--- src/rtl/data_mem_arbiter.sv ---
// Two-port arbiter for the shared data memory: port 0 (pipeline MEM stage) normally wins,
// port 1 (debug/DMA loader) is forced through after STARVE_LIMIT denied cycles. Read data is registered.
module data_mem_arbiter #(
  parameter int ADDR_W       = 8,
  parameter int DATA_W       = 8,
  parameter int STARVE_LIMIT = 4
) (
  input  logic              clk,
  input  logic              reset,
  input  logic              p0_req,
  input  logic              p0_we,
  input  logic [ADDR_W-1:0] p0_addr,
  input  logic [DATA_W-1:0] p0_wdata,
  output logic              p0_gnt,
  output logic              p0_rvalid,
  output logic [DATA_W-1:0] p0_rdata,
  input  logic              p1_req,
  input  logic              p1_we,
  input  logic [ADDR_W-1:0] p1_addr,
  input  logic [DATA_W-1:0] p1_wdata,
  output logic              p1_gnt,
  output logic              p1_rvalid,
  output logic [DATA_W-1:0] p1_rdata,
  output logic              mem_we,
  output logic [ADDR_W-1:0] mem_addr,
  output logic [DATA_W-1:0] mem_wdata,
  input  logic [DATA_W-1:0] mem_rdata,
  output logic [15:0]       conflict_cnt
);

  localparam logic [3:0] STARVE_LIM = 4'(STARVE_LIMIT);

  logic [3:0] wait_cnt;
  logic       force_p1;
  logic       rd0_take;
  logic       rd1_take;

  function automatic logic [15:0] sat_inc16(input logic [15:0] v);
    return (v == 16'hFFFF) ? v : v + 16'd1;
  endfunction

  function automatic logic [3:0] wait_next(input logic [3:0] v, input logic req, input logic gnt);
    if (gnt || !req)
      return 4'd0;
    return (v >= STARVE_LIM) ? STARVE_LIM : v + 4'd1;
  endfunction

  // Arbitration and memory drive: combinational, gated off entirely while reset is low.
  always_comb begin
    p0_gnt    = 1'b0;
    p1_gnt    = 1'b0;
    mem_we    = 1'b0;
    mem_addr  = '0;
    mem_wdata = '0;
    force_p1  = p1_req && (wait_cnt >= STARVE_LIM);
    if (reset) begin
      if (force_p1)
        p1_gnt = 1'b1;
      else if (p0_req)
        p0_gnt = 1'b1;
      else if (p1_req)
        p1_gnt = 1'b1;
    end
    if (p0_gnt) begin
      mem_we    = p0_we;
      mem_addr  = p0_addr;
      mem_wdata = p0_wdata;
    end else if (p1_gnt) begin
      mem_we    = p1_we;
      mem_addr  = p1_addr;
      mem_wdata = p1_wdata;
    end
  end

  assign rd0_take = p0_gnt & ~p0_we;
  assign rd1_take = p1_gnt & ~p1_we;

  // Response stage: read data captured at the edge ending the grant cycle.
  always_ff @(posedge clk or negedge reset) begin
    if (!reset) begin
      p0_rvalid    <= 1'b0;
      p1_rvalid    <= 1'b0;
      p0_rdata     <= '0;
      p1_rdata     <= '0;
      wait_cnt     <= 4'd0;
      conflict_cnt <= 16'd0;
    end else begin
      p0_rvalid <= rd0_take;
      p1_rvalid <= rd1_take;
      if (rd0_take)
        p0_rdata <= mem_rdata;
      if (rd1_take)
        p1_rdata <= mem_rdata;
      wait_cnt <= wait_next(wait_cnt, p1_req, p1_gnt);
      if (p0_req && p1_req)
        conflict_cnt <= sat_inc16(conflict_cnt);
    end
  end

endmodule

--- config.mk ---
export PLATFORM = sky130hd
export DESIGN_NAME = data_mem_arbiter
export DESIGN_NICKNAME = d
export VERILOG_FILES = /design/src/rtl/data_mem_arbiter.sv
export SDC_FILE = /design/constraint.sdc
export NUM_CORES = 1
export LEC_CHECK = 0
export BUFFER_PORTS_ARGS = -buffer_cell sky130_fd_sc_hd__buf_2
export CORE_MARGIN = 2
export CORE_UTILIZATION = 44
export DETAILED_ROUTE_END_ITERATION = 16
export PLACE_DENSITY = 0.8
export RECOVER_POWER = 50
export REMOVE_ABC_BUFFERS = 1
export SETUP_SLACK_MARGIN = 0.1
export SLEW_MARGIN = 0
export SYNTH_ARGS = -nofsm -noshare
export SYNTH_HDL_FRONTEND = slang
export SYNTH_SLANG_ARGS = --single-unit
--- constraint.sdc ---
create_clock -name clk -period 2.35 [get_ports clk]
set_clock_uncertainty 0.15 [all_clocks]
set_input_delay 0.235 -clock clk [delete_from_list [all_inputs] [get_ports clk]]
set_output_delay 0.235 -clock clk [all_outputs]
set_load 0.1 [all_outputs]
==> metrics, run 1 <==
outcome finished, final reports clean; basic-gate share of the synthesized area counting and, or, nand and nor cells 17.7%; root cell of the clock tree clkbuf_8; CTS Buffer Depth 2; compound-cell area share of the yosys netlist between 10% and 20%; average wire per standard cell roughly 17 um; final critical-path setup slack roughly 0.27 ns; switching power as a share of total power 53.1%; flop and latch count out of synthesis 38; clock slew at the register clock pins of the worst setup and hold paths about 0.080 ns; width of the die around 68 um; largest stage delay on the critical path 0.41 ns; detailed router's first-iteration violation count 56; area share of the largest cell type after synthesis 52.2%; post-synthesis cell type with the largest combined area dfrtp_1; fin area ~2800 um^2; cell type of the slowest stage on the worst timing path clkbuf_1; crit path capture type flip-flop; number of iterations in the first detailed-routing pass 4; final setup violation count 0; proportion of register bits with asynchronous set or reset after synthesis 100%; combinational family with the most area after synthesis simple AND/OR/NAND/NOR gates; Syn-to-layout area delta 51.9%; pre-CTS setup slack 0.441 ns; WHS just under 0.03 ns; post-placement cell area between 2000 and 3000 um^2; number of buffers inserted during clock tree synthesis 5; clk sink count 38; initial cell density of the core around 46%; Hold WC Path Type input pin to flip-flop; relative slew slack roughly a fifth; largest vdd supply drop 0.719 mV; number of pins with negative max-slew slack in the final report 0; Critical Path, Cell by Cell o21ai_1 > and3_1 > buf_4 > nor2b_1 > clkbuf_1 > mux2_1; netlist area before placement about 1800 um^2; time the final worst path needs with I/O delays and setup around 2.1 ns; transition at the pin with the smallest max-transition slack between 1 and 1.5 ns; total die area 4670 um^2; fraction of layout instances using a drive strength above 1 about 41%; # placed instances 293; combinational share of power about 51%; instance count of the mapped netlist about 150; total length of routed wires approximately 5100 um; required arrival time at the worst endpoint between 2 and 2.5 ns; number of global-route vias before repair approximately 1500; largest net degree at the start of global routing 35; Final period util between 80% and 90%; Setup Crit Path Kind flip-flop to flip-flop; TritonCTS clock tree built; Psw between 0.0015 and 0.002 W; synthesized-area fraction occupied by adder cells roughly 1.4%; number of different library cells in the post-synthesis netlist 38; number of ports placed on the die boundary between 90 and 100; # nets final approximately 300; Synth area leaders dfrtp_1 (52%), a22o_1 (8.2%), mux2_1 (5.6%); DR vias 1607; Max Fclk roughly 480 MHz; total track usage between 20 and 25%; first-pass GRT wire length around 7400 um; post-synthesis area per instance 12.6 um^2; half-perimeter wire length after placement approximately 4000 um; Core Box Area about 4000 um^2; port buffer count about 100; startpoint class of the critical path flip-flop; multiplexer share of the synthesized area 10.5%; Diodes inserted 0; hold violation count in the final report 0; antenna violations before repair 0; clock insertion delay at the later pin of the skew report 0.28 ns; setup repair after global routing missed its margin no; deepest level of the CTS H-tree 2; max capacitance violation total 0; GRT overflow 0; part of the power in registers between 30% and 40%; Final Wtd Congestion 0.861; P_leak around 1.3 nW; WP data arrival ~2.1 ns; share of synthesized area occupied by flip-flops and latches a little over half; number of buffers inserted by post-CTS setup repair 0; post-synthesis share of cell area spent on xor and xnor gates 5.77%; die boundary height between 60 and 70 um; number of enable flip-flop cells after synthesis 0; Post-synth top flop dfrtp_1; number of warnings issued by yosys 0; CP Max Fanout 9; areal power density over the cells 1050 nW/um^2; total number of placement rows 23; Via-to-Cell Ratio 5.32; drc violations 0; cell-internal power approximately 0.0014 W; Final Instance Count excl. Fillers around 300; FILL cells a little over 300; Clk network pwr share 18.8%; remaining number of nets flagged by the antenna check after routing 0
-- state kept, by name, summed over array words and instances (netlist names) --
signal        count
conflict_cnt     16
p1_rvalid         1
p1_rdata          8
wait_cnt          4
p0_rdata          8
p0_rvalid         1
-- routing by layer --
metal | up-vias | wire length [um] | GRT usage (%) | part of all wire (%)
met3 | 10 | 477 | 6.74 | 9.3
met2 | 90 | 2700 | 41.3 | 53
met4 | 0 | 103 | 8.75 | 2.0
met5 | - | 0 | 0 | 0
met1 | 759 | 1840 | 21.9 | 36
li1 | 748 | - | - | -
-- critical path, delay by kind of cell, from the launching register on --
family,cells,cell delay [ns]
buffers and inverters,2,0.59
muxes,1,0.38
AOI/OAI and AO/OA,1,0.12
and+or+nand+nor,2,0.32
DFF,1,0.40
-- worst paths after layout --
kind	from	endpoint	slack, ns	depth (start not counted)
worst min-delay path	mem_rdata[4]	p0_rdata[4]$_DFFE_PN0P_	0.03	2
worst max register to register	wait_cnt[3]$_DFF_PN0_	p0_rdata[6]$_DFFE_PN0P_	0.27	6
min in group asynchronous	reset	wait_cnt[2]$_DFF_PN0_	0.24	2
worst min register to register	wait_cnt[0]$_DFF_PN0_	wait_cnt[0]$_DFF_PN0_	0.30	1
worst max-delay path	wait_cnt[3]$_DFF_PN0_	p0_rdata[6]$_DFFE_PN0P_	0.27	6
max in group asynchronous	reset	p0_rdata[5]$_DFFE_PN0P_	0.77	3
-- what timing repair did --
item | 4_1_cts | 5_1_grt
setup endpoints to repair | 0 | 16
endpoints found under the hold margin | 38 | 0
hold buffers | 1 | 0
resized for setup | 0 | 1
-- cell families (layout without fill, tap and decap cells) --
logic type,count (synthesis),in the layout
flops,38,38
mux,17,17
fa+ha+maj,2,2
compound gates,23,23
buf+inv,7,114
other cells,1,1
simple gates,45,45
xor+xnor,12,12
-- final cells by class --
class	count	area [um^2]	area share [%]
timing repair buffer	105	793	28.7
tap	50	62.6	2.26
sequential	38	951	34.4
inverter	1	3.75	0.136
multi-input combinational	100	841	30.4
clock inverter	3	45.0	1.63
clock buffer	5	68.8	2.49
-- cell usage after synthesis, types with 2 or more instances --
cell type	instances
nand3_1	5
nor3_1	4
dfrtp_1	38
nand4_1	7
nor2b_1	2
o21a_1	3
xnor2_1	8
mux2_2	8
nor2_1	4
nand2_1	6
a22o_1	17
buf_2	2
nor3b_1	2
xor2_1	4
mux2_1	9
and3_1	2
ha_1	2
clkbuf_1	2
-- cell usage in the layout, fill, tap and decap left out, types with 2 or more instances in the layout --
cell type / instances
buf_12: 19
nor2_1: 4
o21a_1: 3
xor2_1: 4
nand2_1: 6
and3_1: 2
clkbuf_8: 5
nor2b_1: 2
buf_4: 3
dfrtp_1: 38
nor3_1: 4
a22o_1: 17
nor3b_1: 2
xnor2_1: 8
nand3_1: 5
clkinvlp_4: 2
mux2_1: 9
buf_2: 57
clkbuf_1: 24
nand4_1: 7
ha_1: 2
mux2_2: 8
-- power by group through the flow --
stage	Sequential, W	Clock [W]	Combinational [W]
2_1_floorplan	0.00171	0	0.000340
3_3_place_gp	0.000885	0	0.00149
3_5_place_dp	0.000892	0	0.00151
4_1_cts	0.000879	0.000559	0.00151
5_1_grt	0.000899	0.000584	0.00153
6_report	0.000884	0.000545	0.00148
-- per-stage QoR --
stage	util, %	total power (W)	setup TNS (ns)
2_1_floorplan	-	0.00205	-49.06
3_3_place_gp	66.9	0.00238	0
3_5_place_dp	66.9	0.00240	0
4_1_cts	70.0	0.00295	0
5_1_grt	69.1	0.00301	0
6_report	69.1	0.00290	0
(Power assumes the default switching activity.)
==> run 2, diff against run 1 <==
--- a/config.mk
+++ b/config.mk
@@ -5,11 +5,12 @@
 export SDC_FILE = /design/constraint.sdc
 export NUM_CORES = 1
 export LEC_CHECK = 0
+export ABC_AREA = 1
 export BUFFER_PORTS_ARGS = -buffer_cell sky130_fd_sc_hd__buf_2
 export CORE_MARGIN = 2
-export CORE_UTILIZATION = 44
+export CORE_UTILIZATION = 47
 export DETAILED_ROUTE_END_ITERATION = 16
-export PLACE_DENSITY = 0.8
+export PLACE_DENSITY = 0.81
 export RECOVER_POWER = 50
 export REMOVE_ABC_BUFFERS = 1
 export SETUP_SLACK_MARGIN = 0.1
==> run 2 against run 1 <==
Net effect: clock-buffer cell count is 1 higher; utilization grew 0.21 points; synthesized cell count up 74%; clock power is 3% higher; via count up 30%; synthesized area rose by 17%; sequential share of layout area fell by 2.9 points; hold slack better by 0.032 ns.
==> metrics, run 2 <==
Max Fclk 467 MHz (-2.8%); Clk network pwr share 20.0% (+1.2 points); total die area 5100 um^2 (+9.2%); part of the power in registers 30.5% (about the same); average wire per standard cell 13.7 um (-19%); transition at the pin with the smallest max-transition slack 1.22 ns (+0.0290 ns); post-synthesis area per instance 8.47 um^2 (-33%); clock insertion delay at the later pin of the skew report 0.29 ns (about the same); width of the die 71.4 um (+4.5%); reg2reg path depth 8 (+2); FILL cells 344 (+11%); instance count of the mapped netlist 252 (+74%); Core Box Area 4350 um^2 (+8.9%); required arrival time at the worst endpoint 1.97 ns (-0.39 ns); port buffer count 98 (unchanged); most common library cell in the layout ignoring fill and taps nand2_1; total number of placement rows 24 (+4.3%); outcome finished, final reports clean; number of pins with negative max-slew slack in the final report 0 (unchanged); fraction of layout instances using a drive strength above 1 34.3% (-7.0 points); area share of the largest cell type after synthesis 44.5% (-7.7 points); Register Area 951 um^2 (unchanged); startpoint class of the critical path flip-flop; CTS Hold Buffers Added 2 (+1); Psw 0.00146 W (-5.4%); area of the multi-input gates 996 um^2 (+18%); flip-flop count of the largest register after layout 16 (unchanged); basic-gate share of the synthesized area counting and, or, nand and nor cells 27.9% (+10 points); number of enable flip-flop cells after synthesis 0 (unchanged); CP Max Fanout 18 (+9); first-pass GRT wire length 9050 um (+23%); multiplexer share of the synthesized area 0% (-11 points); die boundary height 71.4 um (+4.5%); drc violations 0 (unchanged); max capacitance violation total 0 (unchanged); Final Instance Count excl. Fillers 408 (+35%); post-synthesis cell type with the largest combined area dfrtp_1; root cell of the clock tree clkbuf_8; netlist area before placement 2130 um^2 (+17%); Hold WC Path Type input pin to flip-flop; number of warnings issued by yosys 0 (unchanged); final setup violation count 0 (unchanged); Min-Delay Path Depth 3 (+1); # placed instances 398 (+36%); relative slew slack 19.0% (-1.9 points); clk sink count 38 (unchanged); antenna violations before repair 0 (unchanged); total length of routed wires 5600 um (+9.3%); remaining number of nets flagged by the antenna check after routing 0 (unchanged); Diodes inserted 0 (unchanged); most numerous cell in the Yosys netlist nand2_1; number of buffers inserted by post-CTS setup repair 0 (unchanged); TritonCTS clock tree built; crit path capture type primary output; Via-to-Cell Ratio 5.11 (-4.1%); setup repair after global routing missed its margin no; register with the most flip-flops conflict_cnt; r2r startpoint conflict_cnt[0]$_DFFE_PN0P_; largest vdd supply drop 0.848 mV (+18%); pre-CTS setup slack 0.417 ns (-0.0241 ns); cell-internal power 0.00134 W (-1.5%); switching power as a share of total power 52.1% (-1.0 points); final critical-path setup slack 0.210 ns (-0.0597 ns); number of different library cells in the post-synthesis netlist 30 (-21%); half-perimeter wire length after placement 4240 um (+4.0%); Final Wtd Congestion 0.840 (-2.4%); synthesized-area fraction occupied by adder cells 1.17% (-0.20 points); areal power density over the cells 927 nW/um^2 (-12%); initial cell density of the core 49.0% (+3.5 points); hold violation count in the final report 0 (unchanged); CTS Buffer Depth 2 (unchanged); deepest level of the CTS H-tree 2 (unchanged); slack of the worst reg-to-reg path 0.36 ns (+0.09 ns); destination of the worst hold path p0_rdata[7]$_DFFE_PN0P_; total track usage 22.6% (+0.75 points); number of buffers inserted during clock tree synthesis 5 (unchanged); Synth area leaders dfrtp_1 (45%), nand2_1 (14%), o21ai_2 (8.2%); WHS 0.0612 ns (+0.0320 ns); # nets final 403 (+35%); Post-synth top flop dfrtp_1; time the final worst path needs with I/O delays and setup 2.14 ns (+0.0597 ns); total negative slack 0 ns (unchanged); CTS resizes 0 (unchanged); detailed router's first-iteration violation count 104 (+86%); DR vias 2083 (+30%); endpoint of the lowest-slack register-to-register path conflict_cnt[10]$_DFFE_PN0P_; WP data arrival 1.76 ns (-0.33 ns); proportion of register bits with asynchronous set or reset after synthesis 100% (unchanged); combinational share of power 49.5% (-1.3 points); flop and latch count out of synthesis 38 (unchanged); number of iterations in the first detailed-routing pass 4 (unchanged); combinational family with the most area after synthesis simple AND/OR/NAND/NOR gates; number of ports placed on the die boundary 99 (unchanged); GRT overflow 0 (unchanged); compound-cell area share of the yosys netlist 16.2% (+5.8 points); largest net degree at the start of global routing 39 (+11%); post-synthesis share of cell area spent on xor and xnor gates 1.64% (-4.1 points); most frequent cells after synthesis nand2_1 (77), dfrtp_1 (38), inv_1 (25); Final period util 91.1% (+2.5 points); clock slew at the register clock pins of the worst setup and hold paths 0.08 ns (about the same); Setup Crit Path Kind flip-flop to primary output; start point of the worst min-delay path mem_rdata[7]; Syn-to-layout area delta 41.4%; leading cell types in the layout, fill and taps excluded nand2_1 (77), buf_2 (58), dfrtp_1 (38); P_leak 1.52 nW (+17%); share of synthesized area occupied by flip-flops and latches 44.5% (-7.7 points); number of global-route vias before repair 1914 (+24%); top flop regs conflict_cnt: 16 flops, p0_rdata: 8 flops, p1_rdata: 8 flops
-- run 2: cell count changes in the layout (fill, tap and decap cells not counted), sizes merged, moves of 4 or more --
cell	previous run	this run
nor2	4	26
xnor2	8	3
nor3	5	1
o21ai	1	25
mux2	17	0
nand2	6	82
inv	1	30
-- run 2: cells by family after synthesis --
kind of cell	Yosys count
AO/OA/AOI/OAI	42
adder cells (fa/ha/maj)	2
buffers and inverters	36
XOR/XNOR	4
AND/OR/NAND/NOR	129
other	1
flip-flops	38
-- run 2: worst max path at each step --
stage                                startpoint                            to  slack [ns]  depth (start not counted)
finish                    wait_cnt[3]$_DFF_PN0_                        mem_we        0.21                          7
global route              wait_cnt[3]$_DFF_PN0_                        mem_we        0.10                          7
CTS                       wait_cnt[3]$_DFF_PN0_                        mem_we        0.24                          7
detailed placement  conflict_cnt[0]$_DFFE_PN0P_  conflict_cnt[10]$_DFFE_PN0P_        0.42                          8
global placement    conflict_cnt[0]$_DFFE_PN0P_   conflict_cnt[9]$_DFFE_PN0P_        0.51                          8
floorplan                 wait_cnt[3]$_DFF_PN0_                        mem_we       -0.64                          6
-- run 2: per-stage QoR --
| step | power, W | util (%) | area, um^2 |
|---|---|---|---|
| after CTS | 0.00283 | 70.2 | 3060 |
| after floorplan | 0.00195 | - | 2070 |
| after detailed placement | 0.00227 | 67.2 | 2930 |
| after global placement | 0.00225 | 67.2 | 2930 |
| after global routing | 0.00291 | 69.3 | 3020 |
| final | 0.00280 | 69.3 | 3020 |
-- run 2: final cells by class --
type	instances	area share (%)
multi-input combinational	178	33.0
sequential	38	31.5
timing repair buffer	102	25.9
inverter	30	3.81
clock buffer	6	2.40
tap	52	2.15
clock inverter	2	1.24
-- run 2: power groups by stage --
stage	logic [W]	registers (W)	clock network (W)
5_1_grt	0.00144	0.000868	0.000597
2_1_floorplan	0.000390	0.00156	0
3_5_place_dp	0.00141	0.000859	0
3_3_place_gp	0.00140	0.000856	0
6_report	0.00139	0.000853	0.000560
4_1_cts	0.00141	0.000851	0.000567
-- run 2: layer usage --
layer	up-vias	part of all wire, %	wire, um	track usage [%]
li1	1020	-	-	-
met1	974	40	2260	30.4
met2	73	51	2870	35.4
met3	16	5.3	299	4.36
met4	0	3.0	170	10.3
met5	-	0	0	0
-- run 2: worst max-delay path: stages (launching register included) --
cell and delay (ns):
dfrtp_1 0.38, nor2_4 0.06, nand2_1 0.05, nand3_1 0.11, inv_2 0.29, nand2_1 0.10
a21oi_1 0.25, buf_12 0.21
